`src/rtl/instruction_fetch.sv`:
```
// Instruction fetch stage: owns the program counter, issues word reads to
// instruction memory and loads the IF/ID pipeline register for decode.
// A one-word skid register catches data that arrives while decode stalls,
// so the stalled word is delivered on release without re-reading memory.
module instruction_fetch (
    input  logic        Clock,
    input  logic        Reset,
    input  logic        PCSel,
    input  logic [31:0] BranchTarget,
    input  logic        Stall_PC,
    input  logic        Flush,
    output logic        IMem_Req,
    output logic [31:0] IMem_Addr,
    input  logic        IMem_Ready,
    input  logic [31:0] IMem_Data,
    output logic [31:0] Instruction,
    output logic [31:0] PCPlusFour,
    output logic        Valid,
    output logic [31:0] PC
);

    // FETCH: request outstanding at PC. HOLD: word parked in skid, no request.
    typedef enum logic {
        FETCH = 1'b0,
        HOLD  = 1'b1
    } state_t;

    state_t      state_q, state_d;
    logic [31:0] pc_q, pc_d;
    logic [31:0] instr_q, instr_d;
    logic [31:0] pc_plus4_q, pc_plus4_d;
    logic        valid_q, valid_d;
    logic [31:0] skid_q, skid_d;

    logic [31:0] pc_inc;
    logic [31:0] target_aligned;

    // Sequential PC increment wraps naturally at 2^32; redirects are word aligned.
    assign pc_inc         = pc_q + 32'd4;
    assign target_aligned = BranchTarget & 32'hFFFF_FFFC;

    // Memory request is decoded from state; address always tracks the PC.
    assign IMem_Req    = (state_q == FETCH);
    assign IMem_Addr   = pc_q;

    assign Instruction = instr_q;
    assign PCPlusFour  = pc_plus4_q;
    assign Valid       = valid_q;
    assign PC          = pc_q;

    // Next-state and IF/ID load decisions; every register holds by default.
    always_comb begin
        state_d    = state_q;
        pc_d       = pc_q;
        instr_d    = instr_q;
        pc_plus4_d = pc_plus4_q;
        valid_d    = valid_q;
        skid_d     = skid_q;

        if (PCSel) begin
            // Redirect wins over stall and memory handshake; any parked or
            // pending word belongs to the old path and is dropped.
            pc_d    = target_aligned;
            valid_d = 1'b0;
            instr_d = 32'h0000_0000;
            skid_d  = 32'h0000_0000;
            state_d = FETCH;
        end else begin
            case (state_q)
                FETCH: begin
                    if (!Stall_PC) begin
                        if (IMem_Ready) begin
                            instr_d    = IMem_Data;
                            pc_plus4_d = pc_inc;
                            valid_d    = 1'b1;
                            pc_d       = pc_inc;
                        end else begin
                            // Memory wait: emit a bubble, keep asking for PC.
                            valid_d = 1'b0;
                            instr_d = 32'h0000_0000;
                        end
                    end else if (IMem_Ready) begin
                        // Decode is stalled but the word arrived: park it.
                        skid_d  = IMem_Data;
                        state_d = HOLD;
                    end
                end
                HOLD: begin
                    if (!Stall_PC) begin
                        instr_d    = skid_q;
                        pc_plus4_d = pc_inc;
                        valid_d    = 1'b1;
                        pc_d       = pc_inc;
                        state_d    = FETCH;
                    end
                end
                default: begin
                    state_d = FETCH;
                end
            endcase

            // Flush turns whatever IF/ID would hold into a bubble; the PC and
            // state still move as computed, so a fetched word is simply lost.
            if (Flush) begin
                valid_d    = 1'b0;
                instr_d    = 32'h0000_0000;
                pc_plus4_d = pc_plus4_q;
            end
        end
    end

    // State and pipeline registers with asynchronous active-low reset.
    always_ff @(posedge Clock or negedge Reset) begin
        if (!Reset) begin
            state_q    <= FETCH;
            pc_q       <= 32'h0000_0000;
            instr_q    <= 32'h0000_0000;
            pc_plus4_q <= 32'h0000_0000;
            valid_q    <= 1'b0;
            skid_q     <= 32'h0000_0000;
        end else begin
            state_q    <= state_d;
            pc_q       <= pc_d;
            instr_q    <= instr_d;
            pc_plus4_q <= pc_plus4_d;
            valid_q    <= valid_d;
            skid_q     <= skid_d;
        end
    end

endmodule

```
`config.mk`:
```
export PLATFORM = sky130hd
export DESIGN_NAME = instruction_fetch
export DESIGN_NICKNAME = d
export VERILOG_FILES = /design/src/rtl/instruction_fetch.sv
export SDC_FILE = /design/constraint.sdc
export NUM_CORES = 1
export LEC_CHECK = 0
export BUFFER_PORTS_ARGS = -buffer_cell sky130_fd_sc_hd__buf_2
export CAP_MARGIN = 25
export CORE_UTILIZATION = 50
export DETAILED_ROUTE_END_ITERATION = 10
export PLACE_DENSITY = 0.75
export SYNTH_ARGS = -nofsm -noshare
export SYNTH_HDL_FRONTEND = slang
export SYNTH_SLANG_ARGS = --single-unit
```
`constraint.sdc`:
```
create_clock -name Clock -period 2.7 [get_ports Clock]
set_input_delay 0.54 -clock Clock [delete_from_list [all_inputs] [get_ports Clock]]
set_output_delay 0.54 -clock Clock [all_outputs]
set_load 0.03 [all_outputs]
```
; Yosys cells after proc, flatten, opt, wreduce, memory -nomap -nowiden
; Cells that the tools add are included.
[totals]
word_cells = 50
inputBits = 70
reg_bits = 130
output_inout_bits = 130
[classes]
add_sub_neg = 1
muxes = 25
reduce_logical = 6
n_bitwise = 3
eq_ne = 9
[op_table]
columns = cell, n
row1 = $mux W32, 13
row2 = $pmux W32 S2, 2
row3 = $add A32 B3 Y32 const B, 1
row4 = $mux W1, 8
row5 = $ne A4 B4 Y1 const B, 2
row6 = $ne A2 B2 Y1 const B, 3
row7 = $ne A3 B3 Y1 const B, 2
row8 = $reduce_and A3 Y1, 2
row9 = $reduce_and A5 Y1, 1
row10 = $pmux W1 S2, 2
row11 = $reduce_bool A2 Y1, 2
row12 = $ne A3 B2 Y1 const B, 1
row13 = $not A1 Y1, 3
row14 = $ne A2 B1 Y1 const B, 1
row15 = $reduce_and A2 Y1, 1

; Depth between registers and ports, before layout
[depth]
depth_word = 5
mapped_depth = 7
depth_no_buf = 5

; Worst setup path after synthesis
; OpenSTA, ideal clock, no wires.
[synth_timing]
path_kind = register -> register
start = register pc_q[2] (netlist: IMem_Addr[2])
end = register pc_plus4_q[30] (netlist: PCPlusFour[30])
stages_incl_launch_ff = 7
period_less_slack_ps = 2335
arrival_time_ps = 2253
required_ps = 2618
setup_time_ps = 82
setup_slack_ps = 365
path_buffers = 1
cell_sequence = dfrtp_1 > ha_1 > nand4_1 > or4_1 > clkbuf_1 > or3_1 > a31oi_1
[synth_between]
elab_chain_len = 4
elab_cells_between_ends = 5
classes_between = add/sub: 1 / mux: 4
[synth_lines]
columns = item, line
row1 = start: declaration, 29  ; logic [31:0] pc_q, pc_d;
row2 = start signal: assignment, 123  ; pc_q <= pc_d;
row3 = $add A32 B3 Y32 (*), 39  ; assign pc_inc = pc_q + 32'd4;
row4 = $mux W32, 72  ; if (IMem_Ready) begin
row5 = $mux W32, 71  ; if (!Stall_PC) begin
row6 = $pmux W32 S2 (*), 69  ; case (state_q)
row7 = end signal: assignment, 125  ; pc_plus4_q <= pc_plus4_d;
row8 = end: declaration, 31  ; logic [31:0] pc_plus4_q, pc_plus4_d;
; Mark *: on every way between the ends. The rest lies on a longest branch, timed or not. The select of a mux whose other input is x is not followed.
; A chain may end at the register's enable or synchronous reset.

; Final worst setup path
; Same ends and word-level chain as after synthesis.

==> run summary <==
commonest cells after routing, fill and taps aside -> buf_2 (190), nand2_1 (149), dfrtp_1 (126), o21ai_0 (68), a21oi_1 (63)
grt total ovfl -> 0
fin nets -> 952
slowest CP cell -> or4_1
FMAX -> 0.415 GHz
commonest non-fill, non-tap cell in the layout -> buf_2
Post-synth EDFFs -> 0
Final TNS setup -> 0 ps
Setup crit end kind -> flop
Pre-antenna DRT Iters -> 5
core box area -> 12600 um2
first-pass GRT wire length -> 26200 um
Skew-Pair Late Insertion Delay -> 420 ps
# Post-CTS Setup Buffers -> 0
WL/cell -> 15.4 um
synthesized area per cell -> 8.66 um2
status -> completed
std cell rows -> 41
Mapped Area -> 6410 um2
CTS tree -> built
area share of the largest cell type after synthesis -> 0.492
Starting Density -> 0.510
GPL Wtd Cong -> 0.806
H-Tree Depth -> 4
Tmin final -> 2410 ps
peak supply drop -> 0.456 mV
worst path bufs/invs -> 1
PwrDens -> 731 nW/um2
total power -> 0.00578 W
initial antenna violation count -> 0
crit path cell chain -> ha_1 > nand4_1 > or4_1 > buf_4 > or3_1 > a31oi_1
Max Cap Viol -> 0
max-slew violations -> 0
Crit path depth -> 6
Bufs on Longest Clock Path -> 2
Mapped Cells -> 741
worst min path class -> input pin to async pin
post-DP HPWL -> 11100 um
Reg2Reg Depth -> 6
die width -> 115 um
ys flop type -> dfrtp_1
Antenna Cells -> 0
CTS sink cnt -> 126
register area share after synthesis -> 0.492
P_leak -> 3.68 nW
routed wire length -> 16400 um
Num CTS Buffers -> 17
Worst Skew -> 6.22 ps
critical path arrival -> 2750 ps
number of gates resized after cts -> 0
critical path class -> flop to flop
layout cell share with drive strength beyond 1 -> 0.270
Yosys reg bits -> 126
I/O pin total -> 200
largest area contributor in the synthesized netlist -> dfrtp_1
Async SR Flop Fraction -> 1.00
Hold Fails Final Rpt -> 0
number of port buffers -> 191
CTS Root Cell -> clkbuf_16
Worst Path Required -> 3040 ps
Starting DRT DRC Count -> 411
Hold-fix buffers, CTS -> 0
antenna-violating nets left -> 0
Syn. warnings -> 0
die area -> 13300 um2
RSZ-0062 raised after global routing -> no
Startpoint Class -> flop
Layout Area Growth over Synthesis -> 23.4%
clk slew on worst S/H paths -> 50 ps
post-synthesis cell type count -> 41
post-route DRC violation count -> 0
top cells by area, synth -> dfrtp_1 (49%), nand2_1 (8.7%), o21ai_0 (5.3%)
Tot GR Track Use -> 0.258
Rel. slew slack -> 0.558
via/cell ratio -> 5.45
worst-margin pin slew -> 663 ps
die height -> 115 um
fin crit share -> 0.892
Critical Path Fanout Max -> 15
Largest delay share family, worst path -> simple AND/OR/NAND/NOR gates
total vias in the final route -> 5799
pin count of the biggest net entering global routing -> 65
slowest cell delay on critical path -> 580 ps
final setup fails -> 0
vias in the first global route -> 5243
-- cells in the mapped netlist (3+ instances only) --
cell type / count
nor3_1: 6
nor4_1: 6
a21oi_1: 63
o211ai_1: 5
clkbuf_1: 52
o21ai_0: 68
nor2_1: 34
and3_1: 32
xor2_1: 5
buf_2: 3
buf_4: 36
nand3_1: 17
xnor2_1: 20
or3_1: 16
nand4_1: 8
o31ai_1: 14
inv_1: 6
nand2_1: 149
or4_1: 24
and4_1: 3
a31oi_1: 27
dfrtp_1: 126
and2_1: 3
-- report_power, final --
group          internal [W]  leakage (nW)  switching, W
Clock               0.00163         0.307      0.000788
Combinational      0.000340          1.76      0.000783
Sequential          0.00206          1.61      0.000174
-- state kept, by name, summed over array words and instances, names as in the netlist --
signal,flops
state_q,1
skid_q,32
Instruction,32
IMem_Addr,30
Valid,1
PCPlusFour,30
-- path summary, 6_finish.rpt --
check / startpoint / to / slack, ps
max: IMem_Addr[2] / PCPlusFour[30] / 290
max reg2reg: IMem_Addr[2] / PCPlusFour[30] / 290
min in group Clock: BranchTarget[7] / IMem_Addr[7] / 320
max in group asynchronous: Reset / Instruction[1] / 1870
min: Reset / skid_q[23] / 150
min reg2reg: Instruction[25] / Instruction[25] / 470
-- metal layers --
layer  vias to the layer above  global-route usage  routed length, um
met4                         0              0.0978                253
met1                      2716               0.347               7190
met2                       225               0.410               7880
li1                       2836                   -                  -
met5                         -                   0                  0
met3                        22              0.0538               1040
-- worst reg2reg max path: cells and delay by family (launching register included) --
kind	cells	cell delay [ps]
buf+inv	1	220
fa+ha+maj	1	310
compound gates	1	180
flops	1	500
simple gates	3	1120
-- layout make-up --
type / instances / area [um2]
timing repair buffer: 210 / 1140
fill: 1111 / 4650
clock buffer: 25 / 495
inverter: 6 / 22.5
clock inverter: 6 / 130
tap: 172 / 215
multi-input combinational: 520 / 2760
sequential: 126 / 3150
-- through the flow --
stage	cells	cell area, um2	worst slack [ps]	util	hold slack [ps]
after floorplan	746	6430	365	-	244
after global placement	1034	7290	411	0.580	452
after detailed placement	1034	7290	335	0.580	464
after CTS	1065	7920	304	0.630	161
after global routing	1065	7920	221	0.630	184
final	1065	7920	292	0.630	152
-- kinds of logic (layout without fill, tap and decap cells) --
group	Yosys count	count (layout)	synth area share
other	1	6	0.000585
AOI/OAI and AO/OA	182	182	0.157
DFF	126	126	0.492
muxes	1	1	0.00156
buffers and inverters	100	247	0.0815
and+or+nand+nor	305	305	0.231
adders and majority gates	1	1	0.00195
xor gates and xnor gates	25	25	0.0341
(Power assumes the default switching activity.)
